--- src/rtl/exe_multiple_seq.sv ---
`default_nettype none
// exe_multiple_seq -- LDM/STM/PUSH/POP sequencer, one register beat per cycle, rev 1.0
// Optional macro MULTIPLE_DB_EN enables decrement-before addressing via mode_db.
module exe_multiple_seq #(
  parameter int NREG = 16,
  parameter int AW   = 32
) (
  input  logic                     clk,
  input  logic                     rst,
  input  logic                     start,
  input  logic                     is_load,
  input  logic                     mode_db,
  input  logic                     wback,
  input  logic [AW-1:0]            base_addr,
  input  logic [3:0]               base_reg,
  input  logic [NREG-1:0]          reg_list,
  output logic                     busy,
  output logic                     done,
  output logic [AW-1:0]            mem_addr,
  output logic [$clog2(NREG)-1:0]  addr_i,
  output logic                     w_mem_en,
  output logic                     w_reg_en,
  output logic [3:0]               w_reg_addr,
  output logic                     wb_sel,
  output logic [AW-1:0]            wb_value
);
  localparam int IW = $clog2(NREG);

  typedef enum logic [1:0] {
    S_IDLE = 2'd0,
    S_XFER = 2'd1,
    S_WB   = 2'd2
  } state_t;

  state_t          state;
  logic [NREG-1:0] rem;
  logic [AW-1:0]   nxt_addr;
  logic            load_r;
  logic            wbdo_r;
  logic [3:0]      base_reg_r;

  logic [AW-1:0]   n4;
  logic [AW-1:0]   first_addr;
  logic [AW-1:0]   final_addr;
  logic            base_in_list;
  logic            wb_do;
  logic [NREG-1:0] src_list;
  logic [NREG-1:0] beat_rest;
  logic [IW-1:0]   beat_idx;
  logic [AW-1:0]   beat_addr;
  logic            beat_load;
  logic            beat_wbdo;
  logic            beat_go;

  // Byte span of the transfer (4 * popcount) and whether Rn is itself in the list.
  always_comb begin
    n4           = '0;
    base_in_list = 1'b0;
    for (int k = 0; k < NREG; k++) begin
      n4 = n4 + AW'(reg_list[k]);
      if (base_reg == 4'(k)) base_in_list = base_in_list | reg_list[k];
    end
    n4 = n4 << 2;
  end

`ifdef MULTIPLE_DB_EN
  assign first_addr = mode_db ? (base_addr - n4) : base_addr;
  assign final_addr = mode_db ? (base_addr - n4) : (base_addr + n4);
`else
  logic unused_mode_db;
  assign unused_mode_db = mode_db;
  assign first_addr     = base_addr;
  assign final_addr     = base_addr + n4;
`endif

  // A loaded base register takes precedence over the writeback value.
  assign wb_do = wback & ~(is_load & base_in_list);

  // The first beat is issued from the live inputs on the start edge, later beats from latched state.
  always_comb begin
    src_list = (state == S_IDLE) ? reg_list : rem;
    beat_idx = '0;
    for (int k = NREG - 1; k >= 0; k--) begin
      if (src_list[k]) beat_idx = IW'(k);
    end
    beat_rest = src_list & (src_list - NREG'(1));
    beat_addr = (state == S_IDLE) ? first_addr : nxt_addr;
    beat_load = (state == S_IDLE) ? is_load : load_r;
    beat_wbdo = (state == S_IDLE) ? wb_do : wbdo_r;
    beat_go   = (state == S_IDLE) ? (start && (reg_list != '0))
                                  : ((state == S_XFER) && (rem != '0));
  end

  always_ff @(posedge clk) begin
    if (rst) begin
      state      <= S_IDLE;
      rem        <= '0;
      nxt_addr   <= '0;
      load_r     <= 1'b0;
      wbdo_r     <= 1'b0;
      base_reg_r <= '0;
      busy       <= 1'b0;
      done       <= 1'b0;
      mem_addr   <= '0;
      addr_i     <= '0;
      w_mem_en   <= 1'b0;
      w_reg_en   <= 1'b0;
      w_reg_addr <= '0;
      wb_sel     <= 1'b0;
      wb_value   <= '0;
    end else begin
      w_mem_en <= 1'b0;
      w_reg_en <= 1'b0;
      wb_sel   <= 1'b0;
      done     <= 1'b0;
      case (state)
        S_IDLE: begin
          busy <= 1'b0;
          if (start) begin
            load_r     <= is_load;
            wbdo_r     <= wb_do;
            base_reg_r <= base_reg;
            wb_value   <= final_addr;
            busy       <= 1'b1;
            if (reg_list != '0) begin
              state <= S_XFER;
            end else if (wb_do) begin
              w_reg_en   <= 1'b1;
              w_reg_addr <= base_reg;
              wb_sel     <= 1'b1;
              done       <= 1'b1;
              state      <= S_WB;
            end else begin
              // Empty list without writeback: a single idle busy cycle carrying done.
              rem   <= '0;
              done  <= 1'b1;
              state <= S_XFER;
            end
          end
        end
        S_XFER: begin
          if (rem == '0) begin
            if (wbdo_r) begin
              w_reg_en   <= 1'b1;
              w_reg_addr <= base_reg_r;
              wb_sel     <= 1'b1;
              done       <= 1'b1;
              state      <= S_WB;
            end else begin
              busy  <= 1'b0;
              state <= S_IDLE;
            end
          end
        end
        S_WB: begin
          busy  <= 1'b0;
          state <= S_IDLE;
        end
        default: begin
          busy  <= 1'b0;
          state <= S_IDLE;
        end
      endcase

      if (beat_go) begin
        mem_addr <= beat_addr;
        addr_i   <= beat_idx;
        w_mem_en <= ~beat_load;
        w_reg_en <= beat_load;
        if (beat_load) w_reg_addr <= 4'(beat_idx);
        rem      <= beat_rest;
        nxt_addr <= beat_addr + AW'(4);
        done     <= (beat_rest == '0) && !beat_wbdo;
      end
    end
  end

endmodule
`default_nettype wire

--- config.mk ---
export PLATFORM = sky130hd
export DESIGN_NAME = exe_multiple_seq
export DESIGN_NICKNAME = d
export VERILOG_FILES = /design/src/rtl/exe_multiple_seq.sv
export SDC_FILE = /design/constraint.sdc
export NUM_CORES = 1
export LEC_CHECK = 0
export ABC_AREA = 0
export ABC_CLOCK_PERIOD_IN_PS = 15350
export BUFFER_PORTS_ARGS = -buffer_cell sky130_fd_sc_hd__buf_2
export CORE_ASPECT_RATIO = 1.5
export CORE_MARGIN = 5
export CORE_UTILIZATION = 40
export CTS_CLUSTER_DIAMETER = 150
export CTS_CLUSTER_SIZE = 30
export DETAILED_ROUTE_END_ITERATION = 16
export SYNTH_ARGS = -nofsm -noshare
export SYNTH_HDL_FRONTEND = slang
export SYNTH_SLANG_ARGS = --single-unit
--- constraint.sdc ---
create_clock -name clk -period 15.35 [get_ports clk]
set_input_delay 2.3025 -clock clk [delete_from_list [all_inputs] [get_ports clk]]
set_output_delay 2.3025 -clock clk [all_outputs]
set_load 0.005 [all_outputs]
**Yosys cells after proc, flatten, opt, wreduce, memory -nomap -nowiden**

Cells that the tools add are included.

- Flip-flop bits (word level): 133
- Logic and storage cells: 163

- Muxes and demuxes: 71
- Reductions and logical operators: 17
- $add $sub $neg: 18
- Equality and inequality tests: 21
- Bitwise gates (word level): 21

Operator list:

| kind | number |
|---|---|
| two-way mux 16 bit | 6 |
| two-way mux 4 bit | 23 |
| adder 32 x 18 -> 32 bit | 1 |
| adder 32 x 3 -> 32 bit (second input constant) | 1 |
| == test 4 bit (second input constant) | 8 |
| logical NOT 16 bit | 2 |
| two-way mux 32 bit | 1 |
| nonzero test 16 bit | 2 |
| two-way mux 1 bit | 31 |
| adder 15 x 1 -> 16 bit | 1 |
| bitwise AND 16 bit | 1 |
| == test 4 x 3 -> 1 bit (second input constant) | 4 |
| subtractor 16 x 1 -> 16 bit (second input constant) | 1 |
| adder 14 x 1 -> 15 bit | 1 |
| bitwise OR 1 bit | 15 |
| adder 13 x 1 -> 14 bit | 1 |
| adder 12 x 1 -> 13 bit | 1 |
| adder 11 x 1 -> 12 bit | 1 |
| adder 10 x 1 -> 11 bit | 1 |
| adder 9 x 1 -> 10 bit | 1 |
| two-way mux 2 bit | 5 |
| adder 8 x 1 -> 9 bit | 1 |
| adder 7 x 1 -> 8 bit | 1 |
| == test 4 x 2 -> 1 bit (second input constant) | 2 |
| 23 further kinds | 36 |

**Depth between registers and ports, before layout**

- Word-level depth: 41
- Depth in mapped cells: 18
- Gate-level depth less buffers: 18

**Least setup slack after synthesis**

Ideal clock, no wire load.

- Path kind: input to register
- Start point: input port reg_list[0]
- End point: register wb_value[30]
- Required time: 15264 ps
- Buffers on the path: 0
- Cell stages on the path: 17
- Slack: 8516 ps
- Arrival: 6748 ps
- Path through: fa_1 inv_1 fa_1 fa_1 fa_1 inv_1 ha_1 fa_1 xor2_1 ha_1 a21oi_1 o21bai_1 a21oi_1 nor4_1 nand4_1 xor2_1 a211oi_1

- Word-level cells in the longest chain between the ends: 16

Ends and longest elaborated chain:

| what | line | text |
|---|---|---|
| start: declaration | 16 | `input logic [NREG-1:0] reg_list,` |
| adder 1 x 1 -> 2 bit | 60 | `n4 = n4 + AW'(reg_list[k]);` |
| adder 2 x 1 -> 3 bit | 60 |  |
| adder 3 x 1 -> 4 bit | 60 |  |
| adder 4 x 1 -> 5 bit | 60 |  |
| adder 5 x 1 -> 6 bit | 60 |  |
| adder 6 x 1 -> 7 bit | 60 |  |
| adder 7 x 1 -> 8 bit | 60 |  |
| adder 8 x 1 -> 9 bit | 60 |  |
| adder 9 x 1 -> 10 bit | 60 |  |
| adder 10 x 1 -> 11 bit | 60 |  |
| adder 11 x 1 -> 12 bit | 60 |  |
| adder 12 x 1 -> 13 bit | 60 |  |
| adder 13 x 1 -> 14 bit | 60 |  |
| adder 14 x 1 -> 15 bit | 60 |  |
| adder 15 x 1 -> 16 bit | 60 |  |
| adder 32 x 18 -> 32 bit | 73 | `assign final_addr = base_addr + n4;` |
| end signal: assignment | 123 | `wb_value <= final_addr;` |
| end: declaration | 25 | `output logic [AW-1:0] wb_value` |

Every way passes these cells.
A chain may end at the register's enable or synchronous reset.

**Final worst setup path**

Ends and elaborated chain as after synthesis.

==> summary.md <==
| Metric | Value |
|---|---|
| Core Footprint | `20300 sq um` |
| Max VDD drop | `between 0.00007 and 0.00008 V` |
| Layout cell share with drive strength beyond 1 | `0.171` |
| Hold Vio Cnt, Final | `0` |
| Main combinational cell family by area after synthesis | `compound AO/OA/AOI/OAI gates` |
| Final wirelength | `around 26000 microns` |
| Mux contribution to synthesized area | `0.0373` |
| Maxcap violations | `0` |
| Drt first pass iters | `5` |
| Top Ports | `between 100 and 150` |
| Crit-path max FO | `7` |
| Most used DFF post-synth | `dfxtp_1` |
| Die area | `roughly 24000 sq um` |
| Die height | `~190 microns` |
| Worst path max stage delay | `~0.87 ns` |
| Syn_area_per_cell | `7.76 sq um` |
| Gr ovfl total | `0` |
| Setup crit end kind | `flip-flop` |
| Synthesis-stage register bit count | `130` |
| Post-DP HPWL | `~19000 microns` |
| Tightest Hold Check Type | `flip-flop to flip-flop` |
| Critical path data arrival time | `slightly below 8 ns` |
| Worst EP required | `approximately 16 ns` |
| Resize count post-CTS | `0` |
| Fill cell count | `around 2100` |
| RSZ-0062 raised after global routing | `false` |
| Initial antenna violation count | `0` |
| Initial core utilization | `0.404` |
| Async SR Flop Fraction | `0` |
| Final nets | `roughly 1200` |
| Vias in the first global route | `7820` |
| Slowest stage cell, crit path | `nor4_1` |
| Complex-gate fraction of the synthesized area | `0.268` |
| YS warnings | `0` |
| DIE WIDTH | `around 130 microns` |
| Final core utilization | `0.475` |
| XOR/XNOR Fraction of Synth Area | `0.0341` |
| Worst skew pair latency | `0.43 ns` |
| Post-Place Cell Area | `9000 sq um` |
| Pin count of the biggest net entering global routing | `68` |
| Synth Area in Adders | `0.0463` |
| Final Critical Period | `7.42 ns` |
| Critical Path, Cell by Cell | `buf_2, fa_1, inv_1, fa_1, fa_1, fa_1, inv_1, ha_1, fa_1, xor2_1, ha_1, a21oi_1, o21bai_1, a21oi_1, nor4_1, nand4_1, xor2_1, a211oi_1` |
| Worst-case clock buffer depth | `2` |
| Setup CP Type | `primary input to flip-flop` |
| Post-synth EDFFs | `0` |
| Layout Skew | `~0.0079 ns` |
| Post-route ant nets | `0` |
| Crit start category | `primary input` |
| Fmax | `approximately 130 MHz` |
| Slew margin rel. | `0.262` |
| Global-route wire length before repair | `between 40000 and 50000 microns` |
| ANT cells | `0` |
| Top cell type's share of synthesized area | `0.317` |
| Gpl congestion | `a little over 0.9` |
| Clock tree sinks | `130` |
| Post-CTS setup repair buffer count | `0` |
| # DRC | `0` |
| Synth top area cells | `dfxtp_1 32%, nand2_1 6.1%, nor2_1 4.9%, o21ai_0 4.3%, a21oi_1 4.1%` |
| CTS tree | `built` |
| Layout area overhead | `17.6%` |
| CTS root buf | `clkbuf_16` |
| Status | `finished, final reports clean` |
| Num rows | `64` |
| Post-CTS Hold Fix Bufs | `0` |
| Final Max Tran Viols | `0` |
| Cell variety after synth | `68` |
| Part of the cycle the worst path needs | `0.483` |
| Cell taking the most area after synthesis | `dfxtp_1` |
| Port Buf Inserts | `around 130` |
| PD cells | `about 140 nW/um^2` |
| Setup TNS | `0 ns` |
| Tightest Pin Transition | `between 1 and 1.5 ns` |
| Initial DRC Count | `between 600 and 700` |
| Routed wire per std cell | `18.5 microns` |
| H-tree depth | `4` |
| Total CTS buffers | `17` |
| Seq/Total Area, Yosys | `0.317` |
| Vias per cell | `5.86` |
| Post-Synth Simple-Gate Area | `0.246` |
| Crit-path most repeated cell | `fa_1` |
| Gate Count Post-Synth | `approximately 1100` |
| Vias | `8315` |
| Leak Pwr | `between 0.003 and 0.004 uW` |
| Setup-failing EPs final | `0` |
| GRT Total Usage | `0.221` |
| Reg clk slew, reported paths | `0.06 ns` |
| Cell area after layout | `slightly below 10000 sq um` |
| Reg2Reg Setup Slack | `between 10 and 15 ns` |
| Mapped cell area | `between 8000 and 9000 sq um` |
| Syn Nets | `roughly 1100` |
-- worst max-delay path: cells and delay by family --
| kind | cells | cell delay [ns] |
|---|---|---|
| buf+inv | 3 | 0.27 |
| simple gates | 2 | 1.07 |
| xor+xnor | 2 | 0.37 |
| fa+ha+maj | 7 | 2.96 |
| compound gates | 4 | 0.76 |
-- layout make-up --
cell class	count	area [sq um]	area share
Clock inverter	11	175	0.0181
Clock buffer	21	480	0.0498
Tap cell	264	330	0.0342
Timing Repair Buffer	144	751	0.0777
Sequential cell	130	2600	0.270
Inverter	25	93.8	0.00972
Multi-Input combinational cell	824	5220	0.541
-- logic make-up after synthesis --
| logic type | Yosys count |
|---|---|
| flops | 130 |
| simple gates | 409 |
| buf+inv | 105 |
| fa+ha+maj | 24 |
| compound gates | 329 |
| mux | 30 |
| xor+xnor | 32 |
-- cells in the mapped netlist (4+ instances only) --
master / n
nand4_1: 8
nand2b_1: 7
xnor2_1: 19
a21o_1: 7
inv_1: 25
dfxtp_1: 130
o211ai_1: 35
a211o_1: 4
and2_1: 17
a21boi_0: 6
a22o_1: 10
ha_1: 12
nand3b_1: 6
or3b_2: 4
nand4b_1: 4
a211oi_1: 44
or4_1: 6
nor3_1: 25
nor2b_1: 10
nand3_1: 18
mux2_2: 5
buf_2: 8
buf_1: 12
a221oi_1: 12
a21oi_1: 67
mux2i_1: 25
o2bb2ai_1: 4
nand2_1: 133
or3_1: 4
a22oi_1: 5
xor2_1: 13
and4_1: 4
clkbuf_1: 57
or4bb_1: 8
nor2_1: 108
o21ai_0: 71
a311oi_1: 10
nor4_1: 18
o21bai_1: 4
a31oi_1: 15
fa_1: 11
and3_1: 15
a222oi_1: 4
o31ai_1: 6
-- flip-flops by register name, indices dropped and copies added (netlist names) --
signal and flops:
w_mem_en 1, state 2, wbdo_r 1, wb_sel 1
wb_value 32, rem 15, addr_i 4, done 1
base_reg_r 4, mem_addr 32, w_reg_addr 4, w_reg_en 1
nxt_addr 30, busy 1, load_r 1
-- path summary, 6_finish.rpt --
check | depth (start not counted) | end | from
worst max-delay path | 18 | wb_value[30] | reg_list[0]
worst min-delay path | 2 | addr_i[0] | addr_i[0]
worst max register to register | 13 | nxt_addr[30] | state[1]
worst min register to register | 2 | addr_i[0] | addr_i[0]
-- layer usage --
metal | part of all wire | global-route usage | vias up
li1 | - | - | 4074
met1 | 0.41 | 0.269 | 3903
met2 | 0.50 | 0.378 | 280
met3 | 0.055 | 0.0347 | 58
met4 | 0.042 | 0.111 | 0
met5 | 0 | 0 | -
-- placed cells by master, fill, tap and decap left out, drive strengths merged, types with 17 or more instances in the layout --
master,n
buf,144
nand2,133
dfxtp,130
nor2,108
o21ai,71
a21oi,67
a211oi,44
o211ai,35
inv,26
mux2i,25
nor3,25
clkbuf,21
xnor2,19
nand3,18
nor4,18
and2,17
-- metrics by stage --
stage	std cells	worst slack, ns	total power (uW)	hold WS (ns)
3_3_place_gp	1387	7.50	869	0.436
5_1_grt	1419	7.69	1400	0.467
6_report	1419	7.93	1320	0.448
2_1_floorplan	1059	8.52	727	0.428
3_5_place_dp	1387	7.49	874	0.442
4_1_cts	1419	7.92	1330	0.449
-- where the power goes --
group	leakage [uW]	total, uW	internal, uW	switching, uW
clock	0.000316	452	290	162
sequential	0.00107	424	387	37.6
combinational	0.00248	443	173	270
Power figures use the tool's default switching activity.
